[src/rtl/hazard_pkg.sv]
// Shared types and defaults for the pipeline stall/flush sequencer.
package hazard_pkg;

    localparam int HAZ_REG_ADDR_W = 5;
    localparam int HAZ_CNT_W      = 32;

    typedef enum logic {
        RUN     = 1'b0,
        DISCARD = 1'b1
    } hazard_state_e;

    typedef struct packed {
        logic pc_stall;
        logic if_id_stall;
        logic if_id_flush;
        logic id_ex_stall;
        logic id_ex_flush;
        logic ex_mem_stall;
        logic mem_wb_stall;
    } pipe_ctrl_t;

endpackage

[src/rtl/hazard_perf_cnt.sv]
// Free-running event counter; clear wins over a same-cycle increment.
module hazard_perf_cnt #(
    parameter int CNT_W = 32
) (
    input  logic             ACLK,
    input  logic             ARESETn,
    input  logic             inc,
    input  logic             clr,
    output logic [CNT_W-1:0] count
);

    logic [CNT_W-1:0] count_q;
    logic [CNT_W-1:0] count_d;

    always_comb begin
        count_d = count_q;
        if (clr) begin
            count_d = '0;
        end else if (inc) begin
            count_d = count_q + 1'b1;
        end
    end

    always_ff @(posedge ACLK or negedge ARESETn) begin
        if (!ARESETn) begin
            count_q <= '0;
        end else begin
            count_q <= count_d;
        end
    end

    assign count = count_q;

endmodule

[src/rtl/pipeline_hazard_ctrl.sv]
// Stall/flush sequencer for the 5-stage pipeline: load-use, redirects,
// fetch and data-memory waits, plus hazard performance counters.
module pipeline_hazard_ctrl
    import hazard_pkg::*;
#(
    parameter int REG_ADDR_W = HAZ_REG_ADDR_W,
    parameter int CNT_W      = HAZ_CNT_W
) (
    input  logic                  ACLK,
    input  logic                  ARESETn,
    input  logic [REG_ADDR_W-1:0] id_rs1_addr,
    input  logic [REG_ADDR_W-1:0] id_rs2_addr,
    input  logic                  id_rs1_used,
    input  logic                  id_rs2_used,
    input  logic [REG_ADDR_W-1:0] ex_rd_addr,
    input  logic                  ex_mem_read,
    input  logic                  ex_redirect,
    input  logic                  im_busy,
    input  logic                  dm_busy,
    input  logic                  perf_clr,
    output logic                  pc_stall,
    output logic                  if_id_stall,
    output logic                  if_id_flush,
    output logic                  id_ex_stall,
    output logic                  id_ex_flush,
    output logic                  ex_mem_stall,
    output logic                  mem_wb_stall,
    output logic [CNT_W-1:0]      stall_cycles,
    output logic [CNT_W-1:0]      redirect_cnt,
    output logic [CNT_W-1:0]      load_use_cnt
);

    hazard_state_e state_q;
    hazard_state_e state_d;
    pipe_ctrl_t    ctrl;
    logic          load_use;
    logic          redirect_inc;
    logic          load_use_inc;

    assign load_use = ex_mem_read && (ex_rd_addr != '0) &&
                      ((id_rs1_used && (id_rs1_addr == ex_rd_addr)) ||
                       (id_rs2_used && (id_rs2_addr == ex_rd_addr)));

    always_comb begin
        ctrl         = '0;
        state_d      = state_q;
        redirect_inc = 1'b0;
        load_use_inc = 1'b0;
        if (dm_busy) begin
            // Freeze everything; a pending redirect stays in EX and re-presents.
            ctrl.pc_stall     = 1'b1;
            ctrl.if_id_stall  = 1'b1;
            ctrl.id_ex_stall  = 1'b1;
            ctrl.ex_mem_stall = 1'b1;
            ctrl.mem_wb_stall = 1'b1;
        end else if (ex_redirect) begin
            ctrl.if_id_flush = 1'b1;
            ctrl.id_ex_flush = 1'b1;
            redirect_inc     = 1'b1;
            state_d          = im_busy ? DISCARD : RUN;
        end else if (state_q == DISCARD) begin
            // Wrong-path fetch still outstanding; kill its word when it lands.
            ctrl.if_id_flush = 1'b1;
            ctrl.pc_stall    = im_busy;
            if (!im_busy) begin
                state_d = RUN;
            end
        end else if (load_use) begin
            ctrl.pc_stall    = 1'b1;
            ctrl.if_id_stall = 1'b1;
            ctrl.id_ex_flush = 1'b1;
            load_use_inc     = 1'b1;
        end else if (im_busy) begin
            ctrl.pc_stall    = 1'b1;
            ctrl.if_id_flush = 1'b1;
        end
    end

    always_ff @(posedge ACLK or negedge ARESETn) begin
        if (!ARESETn) begin
            state_q <= RUN;
        end else begin
            state_q <= state_d;
        end
    end

    assign pc_stall     = ctrl.pc_stall;
    assign if_id_stall  = ctrl.if_id_stall;
    assign if_id_flush  = ctrl.if_id_flush;
    assign id_ex_stall  = ctrl.id_ex_stall;
    assign id_ex_flush  = ctrl.id_ex_flush;
    assign ex_mem_stall = ctrl.ex_mem_stall;
    assign mem_wb_stall = ctrl.mem_wb_stall;

    hazard_perf_cnt #(.CNT_W(CNT_W)) u_stall_cnt (
        .ACLK    (ACLK),
        .ARESETn (ARESETn),
        .inc     (ctrl.pc_stall),
        .clr     (perf_clr),
        .count   (stall_cycles)
    );

    hazard_perf_cnt #(.CNT_W(CNT_W)) u_redirect_cnt (
        .ACLK    (ACLK),
        .ARESETn (ARESETn),
        .inc     (redirect_inc),
        .clr     (perf_clr),
        .count   (redirect_cnt)
    );

    hazard_perf_cnt #(.CNT_W(CNT_W)) u_load_use_cnt (
        .ACLK    (ACLK),
        .ARESETn (ARESETn),
        .inc     (load_use_inc),
        .clr     (perf_clr),
        .count   (load_use_cnt)
    );

endmodule
[config.mk]
export PLATFORM = sky130hd
export DESIGN_NAME = pipeline_hazard_ctrl
export DESIGN_NICKNAME = d
export VERILOG_FILES = /design/src/rtl/hazard_pkg.sv /design/src/rtl/hazard_perf_cnt.sv /design/src/rtl/pipeline_hazard_ctrl.sv
export SDC_FILE = /design/constraint.sdc
export NUM_CORES = 1
export LEC_CHECK = 0
export CORE_MARGIN = 10
export CORE_UTILIZATION = 50
export CTS_CLUSTER_DIAMETER = 60
export DETAILED_ROUTE_END_ITERATION = 10
export HOLD_SLACK_MARGIN = 0.05
export PLACE_DENSITY = 0.81
export SYNTH_ARGS = -nofsm -noshare
export SYNTH_HDL_FRONTEND = slang
export SYNTH_SLANG_ARGS = --single-unit
[constraint.sdc]
create_clock -name ACLK -period 2.4 [get_ports ACLK]
set_input_delay 0.48 -clock ACLK [delete_from_list [all_inputs] [get_ports ACLK]]
set_output_delay 0.48 -clock ACLK [all_outputs]
set_load 0.05 [all_outputs]
==> impl_metrics.csv <==
group,metric,value,unit
outcome,status,"complete, but fails checks",
outcome,violations,"setup timing",
place,routabilityCongestion,0.878,
clocking,root_buffer,"clkbuf_8",
route,drc,0,
die,start_util,50.8,%
power_and_ir_drop,cellLeakagePower,2.89,nW
clocking,h-tree-depth,3,
sta,finClkSkew,0.00986,ns
synthesis,synth-edff-count,0,
setup_path,end_kind,"output port",
synthesis,async_flop_share,100,%
synthesis,syn-mean-instance-area,9.05,um2
global_routing,antenna_found_initial,0,
global_routing,grt_pass1_wl,25.9,mm
clocking,clockBufferDepth,2,
synthesis,synth-xor-area-share,7.76,%
clocking,cts.clk_slew.worst_paths,0.09,ns
global_routing,grt_pass1_vias,5131,
finish,nNetsFinal,777,
finish,multi_input_area,2720,um2
sta,worst_slack,-0.160,ns
synthesis,synth_compound_gate_area_share,14.1,%
finish,regArea,2450,um2
sta,setup_viol,4,
synthesis,synth_seq_cells,97,
die,die_h,122,um
route,drt_iter0_markers,438,
min_path,hp-class,"in -> async",
synthesis,syn-cell-area,5190,um2
synthesis,yosysTopAreaCellShare,46.7,%
die,placementRows,37,
sta,tightest_slew,0.547,ns
clocking,cts.sinks,97,
die,core,10200,um2
sta,fin_hold_ws,0.0981,ns
synthesis,seq_area_frac_synth,46.7,%
sta,max_freq,391,MHz
die,io_pins,127,
synthesis,synth_cell_types,48,
setup_path,path_max_fanout,2,
sta,fin_crit,2.56,ns
synthesis,synth_flop_cell,"dfrtp_1",
sta,maxSlewViolCount,0,
synthesis,yosysTopAreaCell,"dfrtp_1",
clocking,clock_latency,0.36,ns
synthesis,syn_inst,574,
die,die_area,14900,um2
synthesis,yosysWarnings,0,
setup_path,startpoint_type,"input pin",
global_routing,grt_max_degree,59,
global_routing,grt_use_total,21.1,%
sta,rsz0062_at_grt,"true",
finish,area_growth,44.0,%
die,die_w,122,um
finish,drive_gt1_share,19.5,%
route,route.detailed.wl_per_inst,18.1,um
route,postRouteAntennaNets,0,
sta,fin_crit_sh,107,%
route,vias,5190,
place,postPlaceCellArea,7020,um2
synthesis,yosys.area_share.simple,26.3,%
finish,fin_cells,891,
sta,hold_viol,0,
setup_path,crit_type,"in -> out",
synthesis,synth_area_leaders,"dfrtp_1 47%, a21oi_1 5.8%, or3_1 5.1%, xnor2_1 5.1%, nor2_1 4.3%",
clocking,cts-buffers-inserted,9,
synthesis,yosys.area_share.adder,0.723,%
synthesis,synthMuxAreaShare,0.602,%
setup_path,arrival,2.08,ns
power_and_ir_drop,irDropWorstVdd,0.000301,V
place,hpwl,11.4,mm
setup_path,crit_required,1.92,ns
global_routing,grt_overflow,0,
finish,num-fill-cells,740,
flow_run,max_cap_violations,0,
power_and_ir_drop,power,3.31,mW
place,port_buffers,126,
clocking,cts_tree,"done",
finish,fin_area,7480,um2
route,finalWirelength,16.2,mm
synthesis,syn-num-nets,601,
sta,slew_headroom,63.4,%
synthesis,synth_top_family_by_area,"simple AND/OR/NAND/NOR gates",
route,drtPass1Iterations,5,
power_and_ir_drop,p_per_area,442,nW/um2
place,placed_cells,864,
route,viasPerCell,5.82,
finish,n_antenna_cell,0,
## stage by stage
step                      TNS (ns)  setup WS (ns)  util, %
final                       -0.476         -0.160     73.1
after global routing        -0.546         -0.167     73.1
after CTS                   -0.376         -0.151     71.9
after detailed placement    -25.20         -0.546     68.6
after global placement      -20.40         -0.531     68.6
after floorplan             -0.130         -0.115        -
## kinds of logic after synthesis
kind of cell	count (synthesis)
AOI/OAI and AO/OA	129
xor gates and xnor gates	46
adders and majority gates	3
buffers and inverters	46
DFF	97
muxes	3
and+or+nand+nor	250
## worst max-delay path: stages
cell	delay (ns)
buf_8	0.09
or4_4	0.55
o211ai_1	0.37
buf_4	0.20
nor2_2	0.03
o21a_1	0.20
buf_12	0.15
## area by class of cell
cell class	instances	area share, %
sequential	97	32.7
tap	136	2.27
clock inverter	4	1.32
clock buffer	12	2.07
timing repair buffer	192	24.2
inverter	19	1.00
multi-input combinational	431	36.4
## flip-flops by register name, summed over array words and instances (netlist names)
name and count:
u_redirect_cnt.count 32, u_load_use_cnt.count 32, u_stall_cnt.count 32, state_q 1
## cell usage after synthesis, types with 2 or more instances
| cell type | count |
|---|---|
| o211ai_1 | 2 |
| mux2i_1 | 2 |
| buf_4 | 3 |
| a21o_1 | 3 |
| buf_1 | 2 |
| o21ai_0 | 39 |
| o22a_1 | 2 |
| nand4b_1 | 2 |
| and3_1 | 7 |
| a21oi_1 | 60 |
| inv_1 | 19 |
| or4_1 | 15 |
| xor2_1 | 16 |
| nor4_1 | 5 |
| buf_2 | 4 |
| nor2_1 | 59 |
| or3_1 | 42 |
| dfrtp_1 | 97 |
| and2_1 | 2 |
| nand3_1 | 36 |
| and4_1 | 6 |
| o21a_1 | 2 |
| clkbuf_1 | 16 |
| xnor2_1 | 30 |
| nor3_1 | 6 |
| nand2_1 | 29 |
| nand4_1 | 27 |
| o41ai_1 | 2 |
| o31ai_1 | 15 |
| nor3b_1 | 2 |
| nor2b_1 | 3 |
| ha_1 | 3 |
## layout by cell type, fill, tap and decap left out, drive strengths merged, types with 4 or more instances in the layout
cell type	netlist	routed
dfrtp	97	97
o21ai	39	39
and3	7	7
and4	6	6
inv	19	18
nor4	5	5
nand3	36	36
xor2	16	16
buf	10	80
clkbuf	17	15
nand4	28	28
or3	43	43
nor2	59	59
dlygate4sd2	0	4
or4	16	16
clkdlybuf4s15	0	4
xnor2	30	30
nor3	7	7
a21oi	61	61
clkdlybuf4s50	0	101
o31ai	15	15
nand2	30	30
## per-layer routing
| metal | GRT usage, % | up-vias | routed length (um) |
|---|---|---|---|
| li1 | - | 2432 | - |
| met1 | 25.3 | 2559 | 6400 |
| met2 | 35.4 | 177 | 8120 |
| met3 | 6.29 | 22 | 1370 |
| met4 | 7.38 | 0 | 264 |
| met5 | 0 | - | 0 |
## power breakdown
part | switching (mW) | total, mW | leakage, nW | internal (mW)
registers | 0.0155 | 1.66 | 1.32 | 1.64
clock network | 0.566 | 1.32 | 0.127 | 0.752
logic | 0.195 | 0.332 | 1.44 | 0.137
total | 0.776 | 3.31 | 2.89 | 2.53
## timing repair
item / CTS / global route
hold buffers: 0 / 0
resized for setup: 50 / 28
setup buffers: 7 / 6
endpoints found under the setup margin: 30 / 19
pin swaps: 21 / 18
## worst paths after layout
path,from,endpoint,cells past startpoint,slack (ns)
setup / recovery,ex_rd_addr[4],id_ex_flush,7,-0.16
hold / removal,ARESETn,u_load_use_cnt.count[29]$_DFFE_PN0P_,2,0.1
setup reg to reg,u_load_use_cnt.count[4]$_DFFE_PN0P_,u_load_use_cnt.count[31]$_DFFE_PN0P_,6,0.11
hold reg to reg,u_redirect_cnt.count[9]$_DFFE_PN0P_,u_redirect_cnt.count[9]$_DFFE_PN0P_,2,0.57
max in group asynchronous,ARESETn,u_load_use_cnt.count[7]$_DFFE_PN0P_,2,1.82
min in group ACLK,u_redirect_cnt.count[9]$_DFFE_PN0P_,u_redirect_cnt.count[9]$_DFFE_PN0P_,2,0.57
No activity file was read; power rests on OpenSTA's default activity.
==> edit 1 (config.mk and constraints unchanged) <==
Set the package constant `HAZ_CNT_W` to 48 (it was 32).
--- a/src/rtl/hazard_pkg.sv
+++ b/src/rtl/hazard_pkg.sv
@@ -3,5 +3,5 @@
 
     localparam int HAZ_REG_ADDR_W = 5;
-    localparam int HAZ_CNT_W      = 32;
+    localparam int HAZ_CNT_W      = 48;
 
     typedef enum logic {
Interface: changed (resized load_use_cnt, redirect_cnt and stall_cycles); port bits go from 127 to 175. No check against the original RTL was run, so the function may have changed too.
==> edit 1 against the unedited design <==
  * First-iteration DRC count increased by 40%
  * Sequential share of layout area increased by 0.62 points
  * Largest cell class unchanged
  * Critical path depth increased by 1
  * Synthesized area increased by 51%
  * Final cell count increased by 46%
  * Clock power increased by 89%
  * Final area increased by 47%
  * Highest routed layer unchanged
  * Wire length increased by 43%
  * Total power increased by 63%
  * Sequential cell count increased by 48
  * Register-to-register slack improved by 0.03 ns
  * Die area increased by 42%
  * Combinational power increased by 24%
  * Worst setup slack improved by 0.18 ns
==> edit 1: results (changes against the unedited design) <==
clk root buf - clkbuf_16
setup slack, reg-to-reg - 0.14 ns (+0.03 ns)
Internal - 4.14 mW (+64%)
vias in the first global route - 7328 (+43%)
Rel. slew slack - 45.0% (-18 points)
commonest cells in the netlist - 145 x dfrtp_1, 98 x nor2_1, 68 x a21oi_1
final setup vio count - 0 (-4)
crit path max fanout - 4 (+2)
largest net degree at the start of global routing - 78 (+32%)
post-synth cell types - 43 (-10%)
number of buffers created by CTS - 17 (+8)
sequential fraction of design power - 45.9% (-4.2 points)
FILL cells - 1115 (+51%)
net count reported at finish - 1100 (+42%)
wire per inst - 17.8 um (-1.7%)
htree depth - 4 (+1)
clk_skew - 0.0131 ns (+0.00323 ns)
Leak - 4.26 nW (+47%)
dominant cells by area after synthesis - dfrtp_1 46%, xnor2_1 5.0%, nor2_1 4.7%
hold crit path type - flip-flop to flip-flop
Worst-Skew Late Latency - 0.42 ns (+0.06 ns)
Synth Net Count - 887 (+48%)
Worst-path clk slew - 0.05 ns (-0.04 ns)
first-pass GRT wire length - 38300 um (+48%)
register area share after synthesis - 46.3% (-0.43 points)
Routability Congestion - 0.900 (+2.5%)
status - finished, final reports clean
Detail Placement HPWL - 16100 um (+42%)
WP data arrival - 1.90 ns (-0.18 ns)
initial antenna violation count - 1 (+1)
layout cells sized above 1 - 15.8% (-3.7 points)
edit 1: routing by layer:
layer	track usage (%)	share of wire (%)	wire [um]	vias to the layer above
met3	5.87	6.6	1520	37
met4	7.23	2.1	493	0
met5	0	0	0	-
met1	26.9	42	9700	3690
met2	35.4	49	11400	240
li1	-	-	-	3573
edit 1: stage by stage:
stage                     instance area (um2)  instances  TNS [ns]  worst slack (ns)
final                                   11000       1297         0            0.0231
after global routing                    11000       1297   -0.0711           -0.0391
after CTS                               10900       1295         0           0.00190
after detailed placement                10300       1257    -39.79            -0.555
after global placement                  10300       1257    -34.24            -0.519
after floorplan                          7940        860   -0.0713           -0.0713
edit 1: power groups by stage:
stage,sequential [mW],combinational [mW],clock (mW)
after floorplan,2.53,0.167,0
after global placement,2.51,0.376,0
after detailed placement,2.51,0.382,0
after CTS,2.47,0.408,2.54
after global routing,2.47,0.443,2.63
final,2.47,0.411,2.50
edit 1: final timing paths:
check,start,end,cells past startpoint
max,ex_rd_addr[2],if_id_flush,8
min,u_stall_cnt.count[47],u_stall_cnt.count[47],2
max reg2reg,u_load_use_cnt.count[9],u_load_use_cnt.count[41],7
min reg2reg,u_stall_cnt.count[47],u_stall_cnt.count[47],2
max in group asynchronous,ARESETn,u_stall_cnt.count[47],3
min in group asynchronous,ARESETn,u_load_use_cnt.count[12],2
edit 1: final cells by class:
type / instances / area [um2] / share of cell area (%)
antenna: 1 / 2.50 / 0.0228
multi-input combinational: 650 / 4060 / 37.1
clock inverter: 6 / 57.6 / 0.525
timing repair buffer: 244 / 2370 / 21.6
clock buffer: 25 / 495 / 4.52
inverter: 15 / 60.1 / 0.548
tap: 211 / 264 / 2.41
sequential: 145 / 3650 / 33.3
edit 1: cells by family (layout without fill, tap and decap cells):
family	after synthesis	count (layout)	share of synthesized area [%]
other	0	1	0
XOR/XNOR	77	77	8.60
flip-flops	145	145	46.3
buffers and inverters	65	290	3.43
AO/OA/AOI/OAI	140	140	10.1
AND/OR/NAND/NOR	420	420	29.7
adder cells (fa/ha/maj)	3	3	0.479
multiplexers	10	10	1.39
edit 1: critical path, stage by stage:
cell	delay (ns)
buf_8	0.10
or4_4	0.54
o21ai_4	0.19
buf_6	0.12
nand2b_4	0.13
o21bai_4	0.08
nor2_4	0.10
buf_8	0.15
edit 1: what timing repair did:
| item | 4_1_cts | 5_1_grt |
|---|---|---|
| resized for setup | 69 | 9 |
| setup endpoints to repair | 51 | 17 |
| buffers inserted | 5 | 1 |
| pin swaps | 20 | 7 |
| cloned | 1 | 0 |
| hold buffers | 1 | 0 |
| hold endpoints to repair | 48 | 0 |
==> edit 2 (same flow settings) <==
Made on the original files. Make the reset (`ARESETn`) synchronous in 2 clocked blocks.
--- a/src/rtl/hazard_perf_cnt.sv
+++ b/src/rtl/hazard_perf_cnt.sv
@@ -22,5 +22,5 @@
     end
 
-    always_ff @(posedge ACLK or negedge ARESETn) begin
+    always_ff @(posedge ACLK) begin
         if (!ARESETn) begin
             count_q <= '0;
--- a/src/rtl/pipeline_hazard_ctrl.sv
+++ b/src/rtl/pipeline_hazard_ctrl.sv
@@ -77,5 +77,5 @@
     end
 
-    always_ff @(posedge ACLK or negedge ARESETn) begin
+    always_ff @(posedge ACLK) begin
         if (!ARESETn) begin
             state_q <= RUN;
Behaviour: differs if ARESETn is asserted again (counterexample within 4 cycles, from zero or initial values and one cycle with ARESETn low); with ARESETn held inactive, the same outputs for 10 cycles.
==> edit 2 against the unedited design <==
  * The run still ends with setup timing left
  * Die area fell by 6.3%
  * Worst hold slack improved by 0.40 ns
  * Sequential cell count stayed put
  * Wire length down 7.5%
  * Global-route usage decreased by 0.73 points
  * Final cell count fell by 2.5%
  * Worst setup slack better by 0.11 ns
  * Count of clock-buffer cells in the layout decreased by 2
  * Synthesized area shrank 7.5%
  * Clock power is 11% lower
  * First-iteration DRC count decreased by 24%
  * Final area is 9.1% lower
  * Total power fell by 7.5%
  * Critical path type unchanged
  * Critical endpoint unchanged
  * Highest routed layer unchanged
==> edit 2: results (changes against the unedited design) <==
status - complete, but fails checks
failing checks - setup timing
P_sw - 740 uW (-4.6%)
net count reported at finish - 761 (-2.1%)
mux contribution to synthesized area - 0.417% (-0.19 points)
first-pass GRT wire length - 24500 um (-5.3%)
pre-CTS setup slack - -0.648 ns (-0.102 ns)
final setup vio count - 1 (-3)
DR pass1 iterations - 5 (unchanged)
CP peak stage delay - 0.34 ns (-0.21 ns)
number of buffers created by CTS - 9 (unchanged)
RR Endpoint - u_load_use_cnt.count[22]
vias in the first global route - 4900 (-4.5%)
maximum root-to-sink buffer count - 2 (unchanged)
vias per cell - 5.89 (+1.1%)
Register-to-Register Path Depth - 8 (+2)
Worst Tran Pin Value - 0.544 ns (-0.00382 ns)
DR iter-0 viols - 333 (-24%)
hold crit path type - flip-flop to flip-flop
XOR/XNOR share of the synthesized area - 8.57% (+0.81 points)
Synth Net Count - 609 (+1.3%)
Detail Placement HPWL - 10800 um (-4.8%)
post-synthesis adder-cell area fraction - 0.781% (+0.059 points)
htree depth - 3 (unchanged)
Total GRT Usage - 20.4% (-0.73 points)
clk_skew - 0.0181 ns (+0.00822 ns)
initial antenna violation count - 1 (+1)
peak supply drop - 0.000314 V (+4.4%)
setup slack, reg-to-reg - 0.03 ns (-0.08 ns)
Async S/R FF share, synth - 0% (-100 points)
final worst slack - -0.0468 ns (+0.113 ns)
hold depth - 2
post-synth cell types - 45 (-6.3%)
min-delay src - u_stall_cnt.count[5]
Slowest cell on crit path - or3_4
WP data arrival - 1.97 ns (-0.11 ns)
Worst-path clk slew - 0.09 ns (about the same)
IO buf count - 126 (unchanged)
register area share after synthesis - 40.4% (-6.3 points)
Post-Place Cell Area - 6490 um2 (-7.5%)
Synth Area in Compound Gates - 15.1% (+1.0 points)
CP delay by family, top - simple AND/OR/NAND/NOR gates
Leak - 2.12 nW (-27%)
crit path max fanout - 4 (+2)
RR Startpoint - state_q
largest net degree at the start of global routing - 51 (-14%)
commonest cells in the netlist - 97 x dfxtp_1, 53 x a21oi_1, 51 x nor2_1
Routability Congestion - 0.834 (-5.0%)
Yosys top cell area share - 40.4% (-6.3 points)
Yosys warnings - 0 (unchanged)
wire per inst - 17.2 um (-5.1%)
Worst-Skew Late Latency - 0.36 ns (about the same)
dominant cells by area after synthesis - dfxtp_1 40%, a21oi_1 5.5%, xnor2_1 4.4%
layout cells sized above 1 - 16.0% (-3.5 points)
clk root buf - clkbuf_8
WHS Endpoint - u_stall_cnt.count[5]
edit 2: layout make-up:
cell class | instances | area, um2
Inverter | 11 | 43.8
Sequential cell | 97 | 1960
Antenna cell | 1 | 2.50
Tap cell | 129 | 161
Multi-Input combinational cell | 437 | 2740
Timing Repair Buffer | 178 | 1680
Clock buffer | 10 | 128
Clock inverter | 6 | 91.3
Fill cell | 731 | 2480
edit 2: cells by family after synthesis:
family          after synthesis
fa+ha+maj                     3
mux                           2
compound gates              122
xor+xnor                     47
buf+inv                      48
flops                        97
simple gates                263
edit 2: worst max path at each step:
stage / from / endpoint / cells past startpoint
final: id_rs2_addr[2] / id_ex_flush / 8
after global routing: ex_rd_addr[0] / id_ex_flush / 8
after CTS: id_rs2_addr[2] / id_ex_flush / 8
after detailed placement: ex_rd_addr[0] / u_load_use_cnt.count[11] / 8
after global placement: ex_rd_addr[4] / u_load_use_cnt.count[9] / 8
after floorplan: ex_rd_addr[0] / if_id_flush / 6
edit 2: metal layers:
layer | vias to the layer above | GRT usage (%) | share of wire [%]
met5 | - | 0 | 0
met4 | 0 | 4.40 | 1.3
met3 | 21 | 5.28 | 6.7
met2 | 202 | 35.7 | 50
met1 | 2454 | 24.4 | 42
li1 | 2439 | - | -
edit 2: per-stage QoR:
stage | std cells | power (mW) | hold WS (ns) | TNS, ns | util [%]
after floorplan | 582 | 1.77 | 0.536 | -0.134 | -
after global placement | 845 | 1.90 | 0.467 | -22.86 | 69.9
after detailed placement | 845 | 1.90 | 0.488 | -28.73 | 69.9
after CTS | 868 | 3.07 | 0.501 | -0.0985 | 73.0
after global routing | 869 | 3.16 | 0.521 | -0.246 | 73.3
final | 869 | 3.06 | 0.501 | -0.0468 | 73.3
edit 2: worst register-to-register path, stage by stage, from the launching register on:
cell and delay (ns):
dfxtp_4 0.37, nor2_2 0.10, o211ai_1 0.10, buf_4 0.17
buf_4 0.13, or3_1 0.36, or4_4 0.45, or4_4 0.50
a21oi_2 0.12
edit 2: timing repair:
item | 4_1_cts | 5_1_grt
pin swaps | 18 | 3
endpoints found under the setup margin | 46 | 14
resized for setup | 60 | 14
setup buffers | 7 | 0
edit 2: power groups by stage:
stage	combinational, mW	sequential [mW]	clock, mW
6_report	0.262	1.62	1.18
5_1_grt	0.276	1.62	1.26
4_1_cts	0.256	1.62	1.20
3_5_place_dp	0.249	1.65	0
3_3_place_gp	0.243	1.65	0
2_1_floorplan	0.113	1.66	0
